==> src/rtl/rs_alu_station_pkg.sv <==
// Shared definitions for the integer ALU reservation station: tag/opcode constants and entry field widths.
// Age-based selection is enabled by defining RS_AGE_SELECT_EN.
`ifndef RS_ALU_STATION_DEFS
`define RS_ALU_STATION_DEFS
`define RS_VAL_W 32
`define RS_TAG_W 4
`define RS_OP_W  5
`endif

package rs_alu_station_pkg;
  localparam int RS_TAG_W = `RS_TAG_W;
  localparam int RS_OP_W  = `RS_OP_W;
  localparam int RS_VAL_W = `RS_VAL_W;
  // Tag value meaning "operand already holds its value".
  localparam int TAG_NONE = 0;

  typedef enum logic [`RS_OP_W-1:0] {
    OP_ADD  = 5'd0,
    OP_SUB  = 5'd1,
    OP_AND  = 5'd2,
    OP_OR   = 5'd3,
    OP_XOR  = 5'd4,
    OP_SLL  = 5'd5,
    OP_SRL  = 5'd6,
    OP_SRA  = 5'd7,
    OP_SLT  = 5'd8,
    OP_SLTU = 5'd9
  } alu_op_e;
endpackage

==> src/rtl/rs_select.sv <==
// Combinational picker over the ready vector: lowest index by default, oldest entry
// (ties to lowest index) when RS_AGE_SELECT_EN is defined.
module rs_select #(
  parameter int DEPTH = 8,
  parameter int IDX_W = 3
) (
  input  logic [DEPTH-1:0]            ready,
`ifdef RS_AGE_SELECT_EN
  input  logic [DEPTH-1:0][IDX_W-1:0] age,
`endif
  output logic                        found,
  output logic [IDX_W-1:0]            index
);

`ifdef RS_AGE_SELECT_EN
  logic [IDX_W-1:0] best_age;

  // Strict '>' keeps the earlier (lower) index on equal ages.
  always_comb begin
    found    = 1'b0;
    index    = '0;
    best_age = '0;
    for (int i = 0; i < DEPTH; i++) begin
      if (ready[i] && (!found || age[i] > best_age)) begin
        found    = 1'b1;
        index    = IDX_W'(i);
        best_age = age[i];
      end
    end
  end
`else
  always_comb begin
    found = 1'b0;
    index = '0;
    for (int i = DEPTH - 1; i >= 0; i--) begin
      if (ready[i]) begin
        found = 1'b1;
        index = IDX_W'(i);
      end
    end
  end
`endif

endmodule

==> src/rtl/rs_alu_station.sv <==
// Reservation station for integer ALU ops: captures dispatched ops, wakes operands from the
// CDB and issues one ready op per cycle through a registered ALU port. Option: RS_AGE_SELECT_EN.
module rs_alu_station
  import rs_alu_station_pkg::*;
#(
  parameter int DEPTH = 8,
  parameter int TAG_W = RS_TAG_W,
  parameter int OP_W  = RS_OP_W
) (
  input  logic             clk_in,
  input  logic             rst_in,
  input  logic             rdy_in,
  input  logic             flush_in,
  input  logic             disp_valid,
  input  logic [OP_W-1:0]  disp_op,
  input  logic [31:0]      disp_vj,
  input  logic [31:0]      disp_vk,
  input  logic [TAG_W-1:0] disp_qj,
  input  logic [TAG_W-1:0] disp_qk,
  input  logic [TAG_W-1:0] disp_dest,
  output logic             full,
  input  logic             cdb_active,
  input  logic [TAG_W-1:0] cdb_tag,
  input  logic [31:0]      cdb_val,
  output logic             alu_valid,
  input  logic             alu_ready,
  output logic [OP_W-1:0]  alu_op,
  output logic [31:0]      alu_a,
  output logic [31:0]      alu_b,
  output logic [TAG_W-1:0] alu_dest
);

  localparam int IDX_W = $clog2(DEPTH);

  logic [DEPTH-1:0] busy_reg;
  logic [OP_W-1:0]  op_reg   [DEPTH];
  logic [31:0]      vj_reg   [DEPTH];
  logic [31:0]      vk_reg   [DEPTH];
  logic [TAG_W-1:0] qj_reg   [DEPTH];
  logic [TAG_W-1:0] qk_reg   [DEPTH];
  logic [TAG_W-1:0] dest_reg [DEPTH];
`ifdef RS_AGE_SELECT_EN
  logic [IDX_W-1:0] age_reg  [DEPTH];
  logic [DEPTH-1:0][IDX_W-1:0] age_vec;
`endif

  logic             alu_valid_reg;
  logic [OP_W-1:0]  alu_op_reg;
  logic [31:0]      alu_a_reg;
  logic [31:0]      alu_b_reg;
  logic [TAG_W-1:0] alu_dest_reg;

  logic [DEPTH-1:0] ready_vec;
  logic             sel_found;
  logic [IDX_W-1:0] sel_idx;
  logic [IDX_W-1:0] free_idx;
  logic             cdb_hit;
  logic             bypass_j;
  logic             bypass_k;
  logic             disp_en;
  logic             issue;

  assign full     = &busy_reg;
  assign cdb_hit  = rdy_in && cdb_active && (cdb_tag != TAG_W'(TAG_NONE));
  assign bypass_j = cdb_hit && (disp_qj == cdb_tag);
  assign bypass_k = cdb_hit && (disp_qk == cdb_tag);
  assign disp_en  = rdy_in && !flush_in && disp_valid && !full;
  // The output register can take a new op when empty or when its current op is accepted.
  assign issue    = rdy_in && !flush_in && sel_found && (!alu_valid_reg || alu_ready);

  genvar gi;
  generate
    for (gi = 0; gi < DEPTH; gi++) begin : g_entry
      assign ready_vec[gi] = busy_reg[gi] && (qj_reg[gi] == TAG_W'(TAG_NONE))
                             && (qk_reg[gi] == TAG_W'(TAG_NONE));
`ifdef RS_AGE_SELECT_EN
      assign age_vec[gi] = age_reg[gi];
`endif
    end
  endgenerate

  always_comb begin
    free_idx = '0;
    for (int i = DEPTH - 1; i >= 0; i--) begin
      if (!busy_reg[i]) free_idx = IDX_W'(i);
    end
  end

  rs_select #(.DEPTH(DEPTH), .IDX_W(IDX_W)) u_select (
    .ready (ready_vec),
`ifdef RS_AGE_SELECT_EN
    .age   (age_vec),
`endif
    .found (sel_found),
    .index (sel_idx)
  );

  // Dispatch only targets a slot that was free before this edge, so it never collides with issue.
  always_ff @(posedge clk_in or negedge rst_in) begin
    if (!rst_in) begin
      busy_reg <= '0;
      for (int i = 0; i < DEPTH; i++) begin
        op_reg[i]   <= '0;
        vj_reg[i]   <= '0;
        vk_reg[i]   <= '0;
        qj_reg[i]   <= '0;
        qk_reg[i]   <= '0;
        dest_reg[i] <= '0;
`ifdef RS_AGE_SELECT_EN
        age_reg[i]  <= '0;
`endif
      end
    end else if (rdy_in) begin
      for (int i = 0; i < DEPTH; i++) begin
        if (flush_in) begin
          busy_reg[i] <= 1'b0;
        end else if (disp_en && free_idx == IDX_W'(i)) begin
          busy_reg[i] <= 1'b1;
          op_reg[i]   <= disp_op;
          vj_reg[i]   <= bypass_j ? cdb_val : disp_vj;
          vk_reg[i]   <= bypass_k ? cdb_val : disp_vk;
          qj_reg[i]   <= bypass_j ? TAG_W'(TAG_NONE) : disp_qj;
          qk_reg[i]   <= bypass_k ? TAG_W'(TAG_NONE) : disp_qk;
          dest_reg[i] <= disp_dest;
`ifdef RS_AGE_SELECT_EN
          age_reg[i]  <= '0;
`endif
        end else begin
          if (issue && sel_idx == IDX_W'(i)) busy_reg[i] <= 1'b0;
          if (busy_reg[i] && cdb_hit && qj_reg[i] == cdb_tag) begin
            vj_reg[i] <= cdb_val;
            qj_reg[i] <= TAG_W'(TAG_NONE);
          end
          if (busy_reg[i] && cdb_hit && qk_reg[i] == cdb_tag) begin
            vk_reg[i] <= cdb_val;
            qk_reg[i] <= TAG_W'(TAG_NONE);
          end
`ifdef RS_AGE_SELECT_EN
          if (disp_en && busy_reg[i] && age_reg[i] != '1) age_reg[i] <= age_reg[i] + 1'b1;
`endif
        end
      end
    end
  end

  always_ff @(posedge clk_in or negedge rst_in) begin
    if (!rst_in) begin
      alu_valid_reg <= 1'b0;
      alu_op_reg    <= '0;
      alu_a_reg     <= '0;
      alu_b_reg     <= '0;
      alu_dest_reg  <= '0;
    end else if (rdy_in) begin
      if (flush_in) begin
        alu_valid_reg <= 1'b0;
      end else if (issue) begin
        alu_valid_reg <= 1'b1;
        alu_op_reg    <= op_reg[sel_idx];
        alu_a_reg     <= vj_reg[sel_idx];
        alu_b_reg     <= vk_reg[sel_idx];
        alu_dest_reg  <= dest_reg[sel_idx];
      end else if (alu_ready) begin
        alu_valid_reg <= 1'b0;
      end
    end
  end

  assign alu_valid = alu_valid_reg;
  assign alu_op    = alu_op_reg;
  assign alu_a     = alu_a_reg;
  assign alu_b     = alu_b_reg;
  assign alu_dest  = alu_dest_reg;

endmodule

==> config.mk <==
export PLATFORM = sky130hd
export DESIGN_NAME = rs_alu_station
export DESIGN_NICKNAME = d
export VERILOG_FILES = /design/src/rtl/rs_alu_station_pkg.sv /design/src/rtl/rs_select.sv /design/src/rtl/rs_alu_station.sv
export SDC_FILE = /design/constraint.sdc
export NUM_CORES = 2
export LEC_CHECK = 0
export CAP_MARGIN = 25
export CORE_MARGIN = 2
export CORE_UTILIZATION = 30
export CTS_CLUSTER_DIAMETER = 60
export DETAILED_ROUTE_END_ITERATION = 12
export PLACE_DENSITY = 0.44
export SETUP_SLACK_MARGIN = 0.2
export SYNTH_ARGS = -nofsm -noshare
export SYNTH_HDL_FRONTEND = slang
export SYNTH_HIERARCHICAL = 1
export SYNTH_SLANG_ARGS = --single-unit
==> constraint.sdc <==
create_clock -name clk_in -period 7.4 [get_ports clk_in]
set_input_delay 1.85 -clock clk_in [delete_from_list [all_inputs] [get_ports clk_in]]
set_output_delay 1.85 -clock clk_in [all_outputs]
set_load 0.01 [all_outputs]
==> results.md <==
* CP Launch Type: primary input
* I/O pin count at 199
* Count leader, synth: dfrtp_1
* Post-detail-place hpwl at 88.77 mm
* Commonest cells in the netlist: dfrtp_1 (730), or3_1 (355), o221a_2 (320)
* # resized after CTS at 0
* Leak at 18.43 nW
* CTS H-tree depth at 3
* Num Clock Sinks at 730
* Yosys warning total at 6
* Antenna Violating Nets Remaining at 0
* GR Overflow Total at 0
* TritonCTS clock tree: built
* Initial antenna violation count at 20
* Clock root cell: clkbuf_16
* Mean Syn Cell Area at 11.83 sq um
* CP endpoint kind: flip-flop
* Max Cap Violations at 0
* Final Hold Fails at 0
* Worst-Skew Late Latency at 680 ps
* Post-CTS Setup Bufs at 0
* Critical path arrival at 5670 ps
* Final setup vio count at 0
* Share of cells above drive strength 1 at 26.83%
* Yosys cell types at 68
* DR pass1 iterations at 5
* Clock Tree Buf Depth at 3
* Yosys reg bits at 730
* Row count at 128
* Final worst path period share at 68.36%
* Worst r2r src: qk_reg[8]
* Top cells by area, synth: dfrtp_1 (50%), o221a_2 (9.8%), mux4_2 (8.9%)
* 1st-iter DRT viols at 2716
* Clock skew at between 20 and 25 ps
* Hold EP: dest_reg[19]
* Area delta synth->final at 19.29%
* Final std cells w/o fill at around 4.9k
* Vias/cell at 6.028
* Mapped Nets at 3241
* Chip width at 354.6 um
* WL per Instance at 30.85 um
* Port Buf Inserts at about 200
* Die area at 125800 sq um
* Post-Route WL at 150.5 mm
* Max VDD drop at roughly 0.00017 V
* Wl on met1 at 65.68 mm
* Synth area leader: dfrtp_1
* Initial Util at 30.26%
* Worst R2R Setup Slack at between 2000 and 3000 ps
* Met3 wire length at 10.61 mm
* GRT Total Usage at a little under a quarter
* Worst reg2reg path depth at 10
* Min cycle time layout at 5059 ps
* Top achievable clock speed at between 150 and 200 MHz
* First-pass GRT wire length at 220.9 mm
* Status: completed
* Setup TNS Final at 0 ps
* Highest Signal Layer: met5
* Number of global-route vias before repair at 31.11k
* Asr flop ratio synth at 100.0%
* Hold path cells at 2
* Nets at 3285
* Relative slew slack at 24.19%
* Fin. max-slew vios at 0
* CTS Buf Count at 100
* Synth top area share at 49.53%
* Hold buffers post-CTS at 0
* Routability cong. at 0.8266
* Largest net degree at the start of global routing at roughly 160
* Post-synth top flop: dfrtp_1
* Core area at 121900 sq um
* Critical R2R Capture: alu_a[5]
* Mapped Area at 36880 sq um
* Maximum fanout along the worst path at 43
* Final core utilization at 36.10%
* Die Ht at between 300 and 400 um
* PwrDens at 280.1 nW/um^2
* Post-synth EDFFs at 0
* Worst path required time at 8010 ps
* RSZ-0062 raised after global routing: no
* Clock transition at path regs at 60 ps
* Post-route DRC at 0
* Sequential area share after synthesis at 49.53%
* Met2 wire len at 68.98 mm
* Worst-Margin Slew at 1133 ps
* Via count at slightly below 30k
* CP Class: primary input to flip-flop
* Post-layout instance area at 44000 sq um
* Hold_sp: dest_reg[19]
* Post-synthesis cell count at between 3k and 4k
* Inst Count DP at 4683
* Hold Crit Class: flip-flop to flip-flop
* Post-DP Area at slightly above 40000 sq um
[cells by family after synthesis]
family	count (synthesis)	share of synthesized area, %
AND/OR/NAND/NOR	923	13.28
AO/OA/AOI/OAI	772	19.50
flip-flops	730	49.53
buffers and inverters	392	4.810
multiplexers	228	11.17
XOR/XNOR	72	1.710
[worst max-delay path by stage]
stage | from | endpoint | slack [ps] | depth (start not counted)
3_5_place_dp | flush_in | vj_reg[107] | 1750 | 8
6_report | flush_in | vk_reg[102] | 2340 | 8
3_3_place_gp | flush_in | vk_reg[110] | 1760 | 8
5_1_grt | flush_in | vj_reg[108] | 2250 | 8
2_1_floorplan | cdb_tag[0] | vj_reg[167] | 3790 | 8
4_1_cts | flush_in | vj_reg[108] | 2470 | 8
[area by class of cell]
type	instances	area [sq um]
Clock buffer	141	2900
Tap cell	1625	2033
Multi-Input combinational cell	1995	17150
Antenna cell	8	20.02
Timing Repair Buffer	280	2783
Clock inverter	46	646.9
Inverter	54	202.7
Sequential cell	730	18270
Fill cell	11740	77880
[worst max-delay path, stage by stage]
cell and delay [ps]:
clkdlybuf4s50_1 610, nand3b_1 400, or3_4 420, nor3_4 740, buf_4 530, buf_4 670, or3_1 210, o221a_1 170
[cells in the final DEF, fill, tap and decap left out, drive strengths merged, types with 18 or more instances in the layout]
cell	n
nand2	317
a21oi	53
or2	67
nand3	18
o32a	32
o22ai	77
clkbuf	141
clkinv	23
o221a	416
xor2	28
buf	83
nor2	30
xnor2	44
o21ai	98
o21a	32
a211oi	33
mux4	146
clkdlybuf4s50	197
nor3	70
mux2i	73
dfrtp	730
or3	356
inv	60
[power by group]
group	switching [mW]	internal [mW]	total [mW]
Sequential	0.409	4.64	5.05
Clock	1.99	3.20	5.18
Combinational	0.947	1.14	2.09
[routing by layer]
metal	track usage, %	up-vias
li1	-	12130
met1	32.29	15670
met2	36.89	1303
met3	5.183	297
met4	8.237	14
met5	0	-
[per-stage QoR]
stage               power, mW  setup slack, ps  hold WS [ps]
floorplan               6.232             3788         433.5
global placement        7.143             1764         444.3
detailed placement      7.221             1749         455.5
CTS                     12.44             2471         468.2
global route            12.87             2253         489.1
finish                  12.33             2341         465.6
Power figures use the tool's default switching activity.
